===== src/rtl/hazard_stall_unit_pkg.sv =====
// Shared pipeline definitions for the decode-stage hazard and EX-stage forwarding blocks.
// Holds register-index constants, FSM encodings and the common source-match helper.
package hazard_stall_unit_pkg;

    localparam int REG_W = 5;
    localparam logic [REG_W-1:0] REG_ZERO = 5'd0;

    // Wide enough for any mult/div latency from 1 to 15.
    localparam int MD_CNT_W = 4;

    typedef enum logic {
        RUN   = 1'b0,
        HOLD1 = 1'b1
    } hzState_t;

    // Forwarding mux selects consumed by the EX-stage forwarding unit.
    typedef enum logic [1:0] {
        FWD_NONE = 2'd0,
        FWD_MEM  = 2'd1,
        FWD_WB   = 2'd2
    } fwdSel_t;

    // True when a producer's destination is a live, nonzero source of the decode instruction.
    function automatic logic srcMatch(
        input logic [REG_W-1:0] r,
        input logic [REG_W-1:0] regS,
        input logic [REG_W-1:0] regT,
        input logic             usesS,
        input logic             usesT
    );
        return (r != REG_ZERO) && ((usesS && (r == regS)) || (usesT && (r == regT)));
    endfunction

endpackage


===== src/rtl/hazard_stall_unit_md_busy_counter.sv =====
// Load/decrement countdown that reports busy while a multi-cycle unit is still working.
// A load always wins over the decrement, so the caller decides when a start is accepted.
module md_busy_counter
    import hazard_stall_unit_pkg::*;
#(
    parameter int LATENCY = 4
) (
    input  logic clk,
    input  logic rst_n,
    input  logic load,
    output logic busy
);

    logic [MD_CNT_W-1:0] count;
    logic [MD_CNT_W-1:0] countNext;

    always_comb begin
        // NOTE: default assignment first so no path leaves countNext unassigned (no latch).
        countNext = count;
        if (load) begin
            countNext = MD_CNT_W'(LATENCY);
        end else if (count != '0) begin
            countNext = count - 1'b1;
        end
    end

    // NOTE: sequential state uses non-blocking assignments; reset is asynchronous, active-low.
    always_ff @(posedge clk or negedge rst_n) begin
        if (!rst_n) begin
            count <= '0;
            busy  <= 1'b0;
        end else begin
            count <= countNext;
            busy  <= (countNext != '0);
        end
    end

endmodule


===== src/rtl/hazard_stall_unit.sv =====
// Decode-stage hazard detector: stalls PC and IF/ID, bubbles ID/EX and flushes IF/ID on
// taken branches whenever forwarding cannot satisfy the decode instruction.
module hazard_stall_unit
    import hazard_stall_unit_pkg::*;
#(
    parameter int MD_LATENCY = 4,
    parameter int CNT_W      = 16
) (
    input  logic              clk,
    input  logic              rst_n,
    input  logic [REG_W-1:0]  if_id_RegS,
    input  logic [REG_W-1:0]  if_id_RegT,
    input  logic              if_id_UsesS,
    input  logic              if_id_UsesT,
    input  logic              if_id_Branch,
    input  logic              if_id_MdStart,
    input  logic              if_id_MdRead,
    input  logic              BranchTaken,
    input  logic [REG_W-1:0]  id_ex_RegD,
    input  logic              id_ex_RegWrite,
    input  logic              id_ex_MemRead,
    input  logic [REG_W-1:0]  ex_m_RegD,
    input  logic              ex_m_MemRead,
    output logic              PCWrite,
    output logic              IF_ID_Write,
    output logic              IF_ID_Flush,
    output logic              ID_EX_Bubble,
    output logic              MdBusy,
    output logic [CNT_W-1:0]  StallCount
);

    hzState_t state;

    logic matchEx;
    logic matchMem;
    logic loadUse;
    logic branchEx;
    logic branchMem;
    logic mdHazard;
    logic hazard;
    logic stall;
    logic mdAccept;
    logic mdBusyQ;

    assign matchEx  = srcMatch(id_ex_RegD, if_id_RegS, if_id_RegT, if_id_UsesS, if_id_UsesT);
    assign matchMem = srcMatch(ex_m_RegD,  if_id_RegS, if_id_RegT, if_id_UsesS, if_id_UsesT);

    assign loadUse   = id_ex_MemRead && matchEx;
    assign branchEx  = if_id_Branch && id_ex_RegWrite && !id_ex_MemRead && matchEx;
    assign branchMem = if_id_Branch && ex_m_MemRead && matchMem;
    assign mdHazard  = (if_id_MdRead || if_id_MdStart) && mdBusyQ;
    assign hazard    = loadUse || branchEx || branchMem || mdHazard;

    // HOLD1 ignores the hazard inputs: it is the second bubble of a load feeding a branch.
    assign stall = (state == HOLD1) || hazard;

    // Reset overrides the Mealy outputs immediately, without waiting for a clock edge.
    assign PCWrite      = rst_n && !stall;
    assign IF_ID_Write  = rst_n && !stall;
    assign ID_EX_Bubble = !rst_n || stall;
    assign IF_ID_Flush  = rst_n && BranchTaken && !stall && (state == RUN);
    assign MdBusy       = mdBusyQ;

    assign mdAccept = (state == RUN) && if_id_MdStart && !stall;

    md_busy_counter #(
        .LATENCY (MD_LATENCY)
    ) u_md_busy (
        .clk   (clk),
        .rst_n (rst_n),
        .load  (mdAccept),
        .busy  (mdBusyQ)
    );

    always_ff @(posedge clk or negedge rst_n) begin
        if (!rst_n) begin
            state <= RUN;
        end else begin
            case (state)
                RUN:     state <= (loadUse && if_id_Branch) ? HOLD1 : RUN;
                HOLD1:   state <= RUN;
                default: state <= RUN;
            endcase
        end
    end

    always_ff @(posedge clk or negedge rst_n) begin
        if (!rst_n) begin
            StallCount <= '0;
        end else if (ID_EX_Bubble && (StallCount != {CNT_W{1'b1}})) begin
            StallCount <= StallCount + CNT_W'(1);
        end
    end

endmodule


===== config.mk =====
export PLATFORM = sky130hd
export DESIGN_NAME = hazard_stall_unit
export DESIGN_NICKNAME = d
export VERILOG_FILES = /design/src/rtl/hazard_stall_unit_pkg.sv /design/src/rtl/hazard_stall_unit_md_busy_counter.sv /design/src/rtl/hazard_stall_unit.sv
export SDC_FILE = /design/constraint.sdc
export NUM_CORES = 1
export LEC_CHECK = 0
export CAP_MARGIN = 10
export CORE_ASPECT_RATIO = 1.1
export CORE_MARGIN = 4
export CORE_UTILIZATION = 44
export DETAILED_ROUTE_END_ITERATION = 8
export PLACE_DENSITY_LB_ADDON = 0.25
export RECOVER_POWER = 100
export SLEW_MARGIN = 15
export SYNTH_ARGS = -nofsm -noshare
export SYNTH_HDL_FRONTEND = slang
export SYNTH_SLANG_ARGS = --single-unit

===== constraint.sdc =====
create_clock -name clk -period 2.11 [get_ports clk]
set_input_delay 0.422 -clock clk [delete_from_list [all_inputs] [get_ports clk]]
set_output_delay 0.422 -clock clk [all_outputs]
set_load 0.05 [all_outputs]

==> out/summary.txt <==
Via-to-Cell Ratio: 5.558
Crit path DAT: 1.78 ns
FF+latch count, synth: 22
First-pass GRT wire length: 6113 um
Hold Path Class: reg2reg
Largest net degree at the start of global routing: 23
Number of synthesized flops with an enable pin: 0
Fin. max-slew vios: 0
CP Max Fanout: 3
DP Wirelength: 3085 um
Lkg Pwr: 0.9292 nW
Core Region: 3048 um2
Count leader, synth: xnor2_1
Pre-antenna DRT Iters: 5
Post-synthesis cell area: 1390 um2
WL/cell: 16.46 um
Peak supply drop: 0.9672 mV
Worst-margin pin slew: 1.126 ns
Via count: 1,384
Pre-CTS WS: -0.4842 ns
Synth warn: 0
Row cnt: 21
Initial antenna violation count: 0
Top-area cell type share of the netlist area: 39.60%
Fillers: 257
Syn Inst Count: 148
Post-synthesis xor/xnor area fraction: 20.79%
Most instantiated cells after synthesis: 31 x xnor2_1, 22 x dfrtp_1, 14 x nor2_1
TritonCTS Buffers: 3
I/O pin cnt: 52
Setup Skew: 0.001996 ns
Crit Path Class: in2out
Root Buffer: clkbuf_4
Total Power: 2.016 mW
Min cycle time layout: 2.200 ns
Clock buffer depth: 2
Die area: 4123 um2
Hold slack: 0.4642 ns
Final Instance Count excl. Fillers: 249
Part of the Yosys area used for sequential elements: 39.60%
Ys async rst share: 100.0%
Max cap viols: 0
Simple-gate area share of the yosys netlist: 26.28%
Worst Path Required: 1.69 ns
# H-tree levels: 1
CTS tree: built
Die W: 61.59 um
Starting Density: 45.61%
Final count of negative-setup-slack endpoints: 4
Clock-pin slew on the worst setup and hold paths: 0.12 ns
CTS sink cnt: 22
Final Cycle Share: 104.3%
Startpoint Class: input pin
Compound-cell area share of the yosys netlist: 7.291%
Largest family of logic cells by synthesized area: simple AND/OR/NAND/NOR gates
Antenna-violating nets left: 0
Fin util: 71.51%
Grt ovf: 0
GRT Util Overall: 20.26%
Pwr/cell area: 925.0 nW/um2
Total Wirelength: 4098 um
Post-synth cell types: 33
Layout net count: 249
Clk Latency, worst-skew pair: 0.30 ns
Status: finished with violations
Fmax: 0.4545 GHz
Final WS setup: -0.09026 ns
Remaining DRCs: 0
Die span in y: 66.95 um
DRT iter0 DRCs: 22
Vias in the first global route: 1,406
Cell accounting for the most synthesized area: dfrtp_1
Adder-cell share of the synthesized area: 1.800%
Post-synthesis mux area share: 1.890%
Syn Area/Cell: 9.392 um2
Final hold violations: 0
RSZ-0062 raised after global routing: yes
CP Capture Type: primary output
Failing checks: setup timing
Antenna diodes: 0
Cell Count Post-Placement: 244
Placer Congestion: 0.7698
Area grow syn2layout: 56.80%
Synth area leaders: dfrtp_1 40%, xnor2_1 20%, nand4_1 5.4%, nor2_1 3.8%, nand3_1 3.6%
Slew headroom: 24.93%
Layout cell share with drive strength beyond 1: 30.23%
PortBufs: 51
Main flop type after synthesis: dfrtp_1
Post-Syn Nets: 181
# hold bufs at CTS: 0
-- worst paths after layout --
path	startpoint	to	slack, ns	cells after the start
min in group asynchronous	rst_n	u_md_busy.busy	0.95	2
max in group asynchronous	rst_n	StallCount[2]	0.50	2
setup / recovery	ex_m_RegD[1]	IF_ID_Flush	-0.09	7
hold reg to reg	state	state	0.46	1
hold / removal	state	state	0.46	1
setup reg to reg	StallCount[3]	StallCount[4]	0.25	6
-- registers in the layout, indices dropped and copies added (netlist names) --
signal           count
u_md_busy.busy       1
StallCount          16
u_md_busy.count      4
state                1
-- per-stage QoR --
| step | cell area (um2) | setup TNS [ns] |
|---|---|---|
| 2_1_floorplan | 1411 | -0.07942 |
| 3_3_place_gp | 2093 | -8.691 |
| 3_5_place_dp | 2093 | -8.722 |
| 4_1_cts | 2188 | -0.3277 |
| 5_1_grt | 2180 | -0.4246 |
| 6_report | 2180 | -0.2685 |
-- what timing repair did --
| action | in CTS | in global routing |
|---|---|---|
| buffers inserted | 1 | 0 |
| hold endpoints to repair | 0 | 0 |
| resized for setup | 71 | 26 |
| pin swaps | 22 | 17 |
| setup endpoints to repair | 17 | 5 |
-- kinds of logic after synthesis --
family                   count (synthesis)
buffers and inverters                    7
AND/OR/NAND/NOR                         68
flip-flops                              22
XOR/XNOR                                33
multiplexers                             2
adder cells (fa/ha/maj)                  2
AO/OA/AOI/OAI                           14
-- final cells by class --
cell class,count,area (um2),area share (%)
Multi-Input combinational cell,119,934.6,42.88
Timing Repair Buffer,66,595.6,27.32
Sequential cell,22,550.5,25.26
Tap cell,34,42.54,1.952
Clock buffer,4,36.28,1.665
Inverter,4,20.02,0.9185
-- report_power, final --
part | switching, mW | leakage (nW) | internal, mW
Clock | 0.125 | 0.0210 | 0.105
Sequential | 0.137 | 0.282 | 0.540
Combinational | 0.636 | 0.626 | 0.473
Total | 0.898 | 0.929 | 1.12
-- layout by cell type, fill, tap and decap left out, types with 5 or more instances in the layout --
cell             count
nand4_1             12
buf_4               13
buf_2               12
dfrtp_1             22
nand2_1             13
xnor2_1             19
nor3_1               5
xnor2_2             12
nand3_1              9
clkdlybuf4s50_1     23
nor2_1              13
-- layer usage --
layer  wire (um)  up-vias  share of wire, %  GRT usage [%]
met1        1473      662                36          19.71
met5           0        -                 0              0
met3         321       10               7.8          4.651
met4          99        0               2.4          9.549
met2        2203       50                54          38.35
li1            -      662                 -              -
-- worst max-delay path: stages --
cell	delay (ns)
buf_6	0.10
or4_4	0.54
o2111ai_4	0.22
nand4_4	0.13
clkinv_4	0.09
and2_4	0.14
buf_12	0.13
Power figures use the tool's default switching activity.
